`config.mk`:
```
export PLATFORM = sky130hd
export DESIGN_NAME = alu_shift_sequencer_flat
export DESIGN_NICKNAME = d
export VERILOG_FILES = /design/src/rtl/alu_shift_sequencer_if.sv /design/src/rtl/alu_shift_sequencer.sv /design/src/flat_wrapper.sv
export SDC_FILE = /design/constraint.sdc
export NUM_CORES = 1
export LEC_CHECK = 0
export CELL_PAD_IN_SITES_DETAIL_PLACEMENT = 1
export CELL_PAD_IN_SITES_GLOBAL_PLACEMENT = 2
export CORE_MARGIN = 5
export CORE_UTILIZATION = 22
export CTS_CLUSTER_SIZE = 16
export DETAILED_ROUTE_END_ITERATION = 12
export PLACE_DENSITY_LB_ADDON = 0.1
export RECOVER_POWER = 25
export SLEW_MARGIN = 10
export SYNTH_ARGS = -nofsm -noshare
export SYNTH_HDL_FRONTEND = slang
export SYNTH_SLANG_ARGS = --single-unit
```
`constraint.sdc`:
```
create_clock -name Clk -period 1.9 [get_ports Clk]
set_clock_uncertainty 0.2 [all_clocks]
set_input_delay 0.38 -clock Clk [delete_from_list [all_inputs] [get_ports Clk]]
set_output_delay 0.38 -clock Clk [all_outputs]
set_load 0.03 [all_outputs]
```
`src/rtl/alu_shift_sequencer_if.sv`:
```
// Request/response and ALU-drive bundle for alu_shift_sequencer.
// master: requester plus external ALU; slave: the sequencer.
interface alu_shift_sequencer_if;
  logic        Start;
  logic [3:0]  Op;
  logic [31:0] A;
  logic [31:0] B;
  logic [4:0]  ShAmt;
  logic        Busy;
  logic        Done;
  logic [31:0] Result;
  logic        Zero;
  logic        Illegal;
  logic [31:0] AluA;
  logic [31:0] AluB;
  logic [3:0]  AluOp;
  logic [31:0] AluOut;
  logic        AluZero;

  modport master (
    output Start, Op, A, B, ShAmt,
    output AluOut, AluZero,
    input  Busy, Done, Result,
    input  Zero, Illegal,
    input  AluA, AluB, AluOp
  );

  modport slave (
    input  Start, Op, A, B, ShAmt,
    input  AluOut, AluZero,
    output Busy, Done, Result,
    output Zero, Illegal,
    output AluA, AluB, AluOp
  );
endinterface

```
`src/rtl/alu_shift_sequencer.sv`:
```
// Multi-cycle sequencer: iterates single-bit ALU shifts ShAmt
// times, passes other ops through one ALU pass, registers result.
module alu_shift_sequencer (
  input logic                  Clk,
  input logic                  Reset,
  alu_shift_sequencer_if.slave bus
);

  typedef enum logic [1:0] {
    IDLE = 2'd0,
    RUN  = 2'd1,
    DONE = 2'd2
  } state_t;

  state_t      state;
  state_t      state_nx;
  logic [31:0] acc;
  logic [31:0] b;
  logic [3:0]  op;
  logic [4:0]  cnt;
  logic [31:0] result;
  logic        zero;
  logic        illegal;

  logic is_shift;
  logic is_basic;
  logic is_legal;
  logic sh_zero;

  always_comb begin
    is_shift = 1'b0;
    is_basic = 1'b0;
    unique case (bus.Op)
      4'b0000, 4'b0001, 4'b0010,
      4'b0011, 4'b0100: is_basic = 1'b1;
      4'b1000, 4'b1001, 4'b1010,
      4'b1100, 4'b1101: is_shift = 1'b1;
      default: ;
    endcase
    is_legal = is_shift | is_basic;
    sh_zero  = is_shift & (bus.ShAmt == 5'd0);
  end

  always_ff @(posedge Clk) begin
    if (Reset) state <= IDLE;
    else       state <= state_nx;
  end

  always_comb begin
    state_nx = state;
    unique case (state)
      IDLE: begin
        if (bus.Start) begin
          if (!is_legal || sh_zero) state_nx = DONE;
          else                      state_nx = RUN;
        end
      end
      RUN:     if (cnt == 5'd1) state_nx = DONE;
      DONE:    state_nx = IDLE;
      default: state_nx = IDLE;
    endcase
  end

  always_ff @(posedge Clk) begin
    if (Reset) begin
      acc     <= '0;
      b       <= '0;
      op      <= '0;
      cnt     <= '0;
      result  <= '0;
      zero    <= 1'b0;
      illegal <= 1'b0;
    end else begin
      unique case (state)
        IDLE: begin
          if (bus.Start) begin
            acc <= bus.A;
            b   <= bus.B;
            op  <= bus.Op;
            cnt <= is_shift ? bus.ShAmt : 5'd1;
            if (!is_legal) begin
              result  <= '0;
              zero    <= 1'b1;
              illegal <= 1'b1;
            end else if (sh_zero) begin
              result  <= bus.A;
              zero    <= (bus.A == 32'd0);
              illegal <= 1'b0;
            end else begin
              illegal <= 1'b0;
            end
          end
        end
        RUN: begin
          acc <= bus.AluOut;
          cnt <= cnt - 5'd1;
          if (cnt == 5'd1) begin
            result <= bus.AluOut;
            zero   <= bus.AluZero;
          end
        end
        default: ;
      endcase
    end
  end

  // ALU drive depends on state registers only, never on AluOut
  always_comb begin
    bus.AluA  = '0;
    bus.AluB  = '0;
    bus.AluOp = '0;
    bus.Busy  = 1'b0;
    bus.Done  = 1'b0;
    unique case (state)
      RUN: begin
        bus.AluA  = acc;
        bus.AluB  = b;
        bus.AluOp = op;
        bus.Busy  = 1'b1;
      end
      DONE: begin
        bus.Busy = 1'b1;
        bus.Done = 1'b1;
      end
      default: ;
    endcase
  end

  assign bus.Result  = result;
  assign bus.Zero    = zero;
  assign bus.Illegal = illegal;

endmodule

```
`src/flat_wrapper.sv`:
```
// flat-port wrapper written by rule: the top's interface ports become plain ports
module alu_shift_sequencer_flat 
  (Clk, Reset, bus_Start, bus_Op, bus_A, bus_B, bus_ShAmt, bus_AluOut, bus_AluZero, bus_Busy, bus_Done, bus_Result, bus_Zero, bus_Illegal, bus_AluA, bus_AluB, bus_AluOp);
  alu_shift_sequencer_if bus_i ();
  input logic Clk;
  input logic Reset;
  input wire logic [$bits(bus_i.Start)-1:0] bus_Start;
  input wire logic [$bits(bus_i.Op)-1:0] bus_Op;
  input wire logic [$bits(bus_i.A)-1:0] bus_A;
  input wire logic [$bits(bus_i.B)-1:0] bus_B;
  input wire logic [$bits(bus_i.ShAmt)-1:0] bus_ShAmt;
  input wire logic [$bits(bus_i.AluOut)-1:0] bus_AluOut;
  input wire logic [$bits(bus_i.AluZero)-1:0] bus_AluZero;
  output wire logic [$bits(bus_i.Busy)-1:0] bus_Busy;
  output wire logic [$bits(bus_i.Done)-1:0] bus_Done;
  output wire logic [$bits(bus_i.Result)-1:0] bus_Result;
  output wire logic [$bits(bus_i.Zero)-1:0] bus_Zero;
  output wire logic [$bits(bus_i.Illegal)-1:0] bus_Illegal;
  output wire logic [$bits(bus_i.AluA)-1:0] bus_AluA;
  output wire logic [$bits(bus_i.AluB)-1:0] bus_AluB;
  output wire logic [$bits(bus_i.AluOp)-1:0] bus_AluOp;
  assign bus_i.Start = bus_Start;
  assign bus_i.Op = bus_Op;
  assign bus_i.A = bus_A;
  assign bus_i.B = bus_B;
  assign bus_i.ShAmt = bus_ShAmt;
  assign bus_i.AluOut = bus_AluOut;
  assign bus_i.AluZero = bus_AluZero;
  assign bus_Busy = bus_i.Busy;
  assign bus_Done = bus_i.Done;
  assign bus_Result = bus_i.Result;
  assign bus_Zero = bus_i.Zero;
  assign bus_Illegal = bus_i.Illegal;
  assign bus_AluA = bus_i.AluA;
  assign bus_AluB = bus_i.AluB;
  assign bus_AluOp = bus_i.AluOp;
  alu_shift_sequencer u_core (.Clk(Clk), .Reset(Reset), .bus(bus_i));
endmodule
```
==> impl_metrics.env <==
export IMPL_fillers=2928
export IMPL_yosysSeqAreaShare_pct=38.76
export IMPL_grt_pass1_vias=6633
export IMPL_synthDistinctLibCells=41
export IMPL_track_usage_pct=15.94
export IMPL_violations="negative setup slack"
export IMPL_synth_seq_cells=109
export IMPL_wire_per_inst_um=18.75
export IMPL_pre_cts_ws_ns=-0.6140
export IMPL_cts_max_level=3
export IMPL_die_area_sq_um=28890
export IMPL_fin_crit_ns=2.134
export IMPL_cts_tree="yes"
export IMPL_cts_clk_slew_worst_paths_ns=0.07
export IMPL_drc=0
export IMPL_hold_buffers=0
export IMPL_num_vias=6054
export IMPL_ctsLongestPathBuffers=2
export IMPL_drive_above_1_share_pct=28.69
export IMPL_dr_pass1_iters=4
export IMPL_postRouteAntennaNets=0
export IMPL_die_w_um=170.0
export IMPL_layout_common_cells="nand2_1 (106), clkdlybuf4s50_1 (106), dfxtp_1 (106), buf_4 (86), a21oi_1 (71)"
export IMPL_cp_arrival_ns=2.20
export IMPL_fin_nets=1086
export IMPL_hold_path_class="input port to flip-flop"
export IMPL_synthFlopType="dfxtp_1"
export IMPL_grt_first_pass_wirelength_mm=36.40
export IMPL_drt_total_wl_mm=24.51
export IMPL_setup_viol=137
export IMPL_max_cap_violations=0
export IMPL_globalplace_congestion=0.7693
export IMPL_start_kind="flip-flop"
export IMPL_fmax_mhz=468.6
export IMPL_antenna_found_initial=1
export IMPL_slew_violations=0
export IMPL_required_ns=1.97
export IMPL_path_max_fanout=9
export IMPL_syn_area_sq_um=5629
export IMPL_synth_edf_count=0
export IMPL_worstSetupPathType="flip-flop to flip-flop"
export IMPL_fin_ws_ns=-0.2341
export IMPL_cts_buffers=9
export IMPL_cts_sinks=109
export IMPL_first_iter_violations=179
export IMPL_tightest_slew_ns=0.4665
export IMPL_synth_yosys_warnings=0
export IMPL_hold_slack_ns=0.1464
export IMPL_synth_area_per_cell_sq_um=7.862
export IMPL_slew_headroom_pct=68.90
export IMPL_root_buffer="clkbuf_16"
export IMPL_grt_max_degree=40
export IMPL_syn_inst=716
export IMPL_ir_drop_mv=0.3716
export IMPL_outcome="finished, violations left"
export IMPL_coreArea_sq_um=25180
export IMPL_hpwl_mm=17.05
export IMPL_p_leak_nw=4.142
export IMPL_start_util_pct=22.35
export IMPL_cp_end_kind="flip-flop"
export IMPL_port_buffers=212
export IMPL_synth_fp_nets=830
export IMPL_rows=58
export IMPL_vias_per_cell=4.632
export IMPL_rsz0062_at_grt="true"
export IMPL_tns_ns=-19.41
export IMPL_area_growth_pct=70.37
export IMPL_clk_latency_ns=0.35
export IMPL_p_per_area_nw_per_um2=918.9
export IMPL_synthArstFlopShare_pct=0
export IMPL_period_share_pct=112.3
export IMPL_io_pins=213
export IMPL_chipHeight_um=170.0
export IMPL_grt_overflow_total=0
export IMPL_hold_violations=0
==> per-stage QoR <==
step	total power, mW	utilization [%]	instance area [sq um]	cells
3_5_place_dp	6.199	34.50	8687	1276
5_1_grt	9.322	38.09	9590	1307
4_1_cts	8.668	37.24	9376	1298
6_report	8.813	38.09	9590	1307
2_1_floorplan	4.733	-	5763	716
3_3_place_gp	6.119	34.50	8687	1276
==> repair_timing <==
action                     4_1_cts  5_1_grt
buffers inserted                 3        3
pin swaps                        3        2
resized for setup              113       31
setup endpoints to repair      147      163
gates cloned                     4        5
==> path summary, 6_finish.rpt <==
| check | startpoint | end | slack, ns | depth (start not counted) |
|---|---|---|---|---|
| worst min register to register | u_core.b[28] | u_core.b[28] | 0.25 | 2 |
| worst max register to register | u_core.cnt[1] | u_core.bus.Result[19] | -0.23 | 7 |
| worst min-delay path | Reset | u_core.acc[10] | 0.15 | 2 |
| worst max-delay path | u_core.cnt[1] | u_core.bus.Result[19] | -0.23 | 7 |
==> area by class of cell <==
| cell class | count | area (sq um) | share of cell area (%) |
|---|---|---|---|
| Antenna cell | 1 | 2.502 | 0.02609 |
| Sequential cell | 109 | 2186 | 22.79 |
| Clock buffer | 11 | 232.7 | 2.427 |
| Clock inverter | 4 | 97.59 | 1.018 |
| Inverter | 41 | 153.9 | 1.605 |
| Multi-Input combinational cell | 502 | 3236 | 33.74 |
| Tap cell | 330 | 412.9 | 4.305 |
| Timing Repair Buffer | 309 | 3269 | 34.09 |
==> per-layer routing <==
metal  GRT usage [%]  part of all wire [%]
met1           21.01                    47
met2           26.45                    47
met3           2.718                   4.5
met4           5.486                   2.4
met5               0                     0
==> state kept, by name, summed over array words and instances (netlist names) <==
name	cells
u_core.bus.Illegal	1
u_core.bus.Result	32
u_core.acc	32
u_core.bus.Zero	1
u_core.b	32
u_core.cnt	5
u_core.state	2
u_core.op	4
==> critical path, stage by stage, from the launching register on <==
cell and delay [ns]:
dfxtp_2 0.33, inv_2 0.07, ha_4 0.11, or4b_4 0.45
and2_4 0.17, a211o_4 0.35, buf_12 0.18, mux2i_1 0.18
==> kinds of logic after synthesis <==
| family | Yosys count | synth area share (%) |
|---|---|---|
| flip-flops | 109 | 38.76 |
| AND/OR/NAND/NOR | 268 | 23.54 |
| AO/OA/AOI/OAI | 196 | 22.12 |
| multiplexers | 33 | 5.957 |
| adder cells (fa/ha/maj) | 5 | 1.111 |
| buffers and inverters | 105 | 8.513 |
==> power by group <==
part	internal (mW)	switching, mW	leakage [nW]
sequential	2.66	0.205	0.896
clock	1.29	0.893	0.156
combinational	1.79	1.98	3.09
==> cells in the mapped netlist (3+ instances only) <==
cell | n | area share [%]
dfxtp_1 | 109 | 39
mux2i_1 | 32 | 5.7
a2111oi_0 | 33 | 5.1
and2_1 | 101 | 11
nand3_1 | 4 | 0.36
o21ai_0 | 36 | 3.2
clkbuf_1 | 50 | 3.3
buf_12 | 3 | 1.1
ha_1 | 5 | 1.1
a21oi_1 | 75 | 6.7
dlygate4sd1_1 | 3 | 0.47
nand2_1 | 107 | 7.1
nor4_1 | 9 | 1.0
a31oi_1 | 4 | 0.44
inv_1 | 40 | 2.7
a211oi_1 | 36 | 4.8
nor2_1 | 36 | 2.4
(Power assumes the default switching activity.)
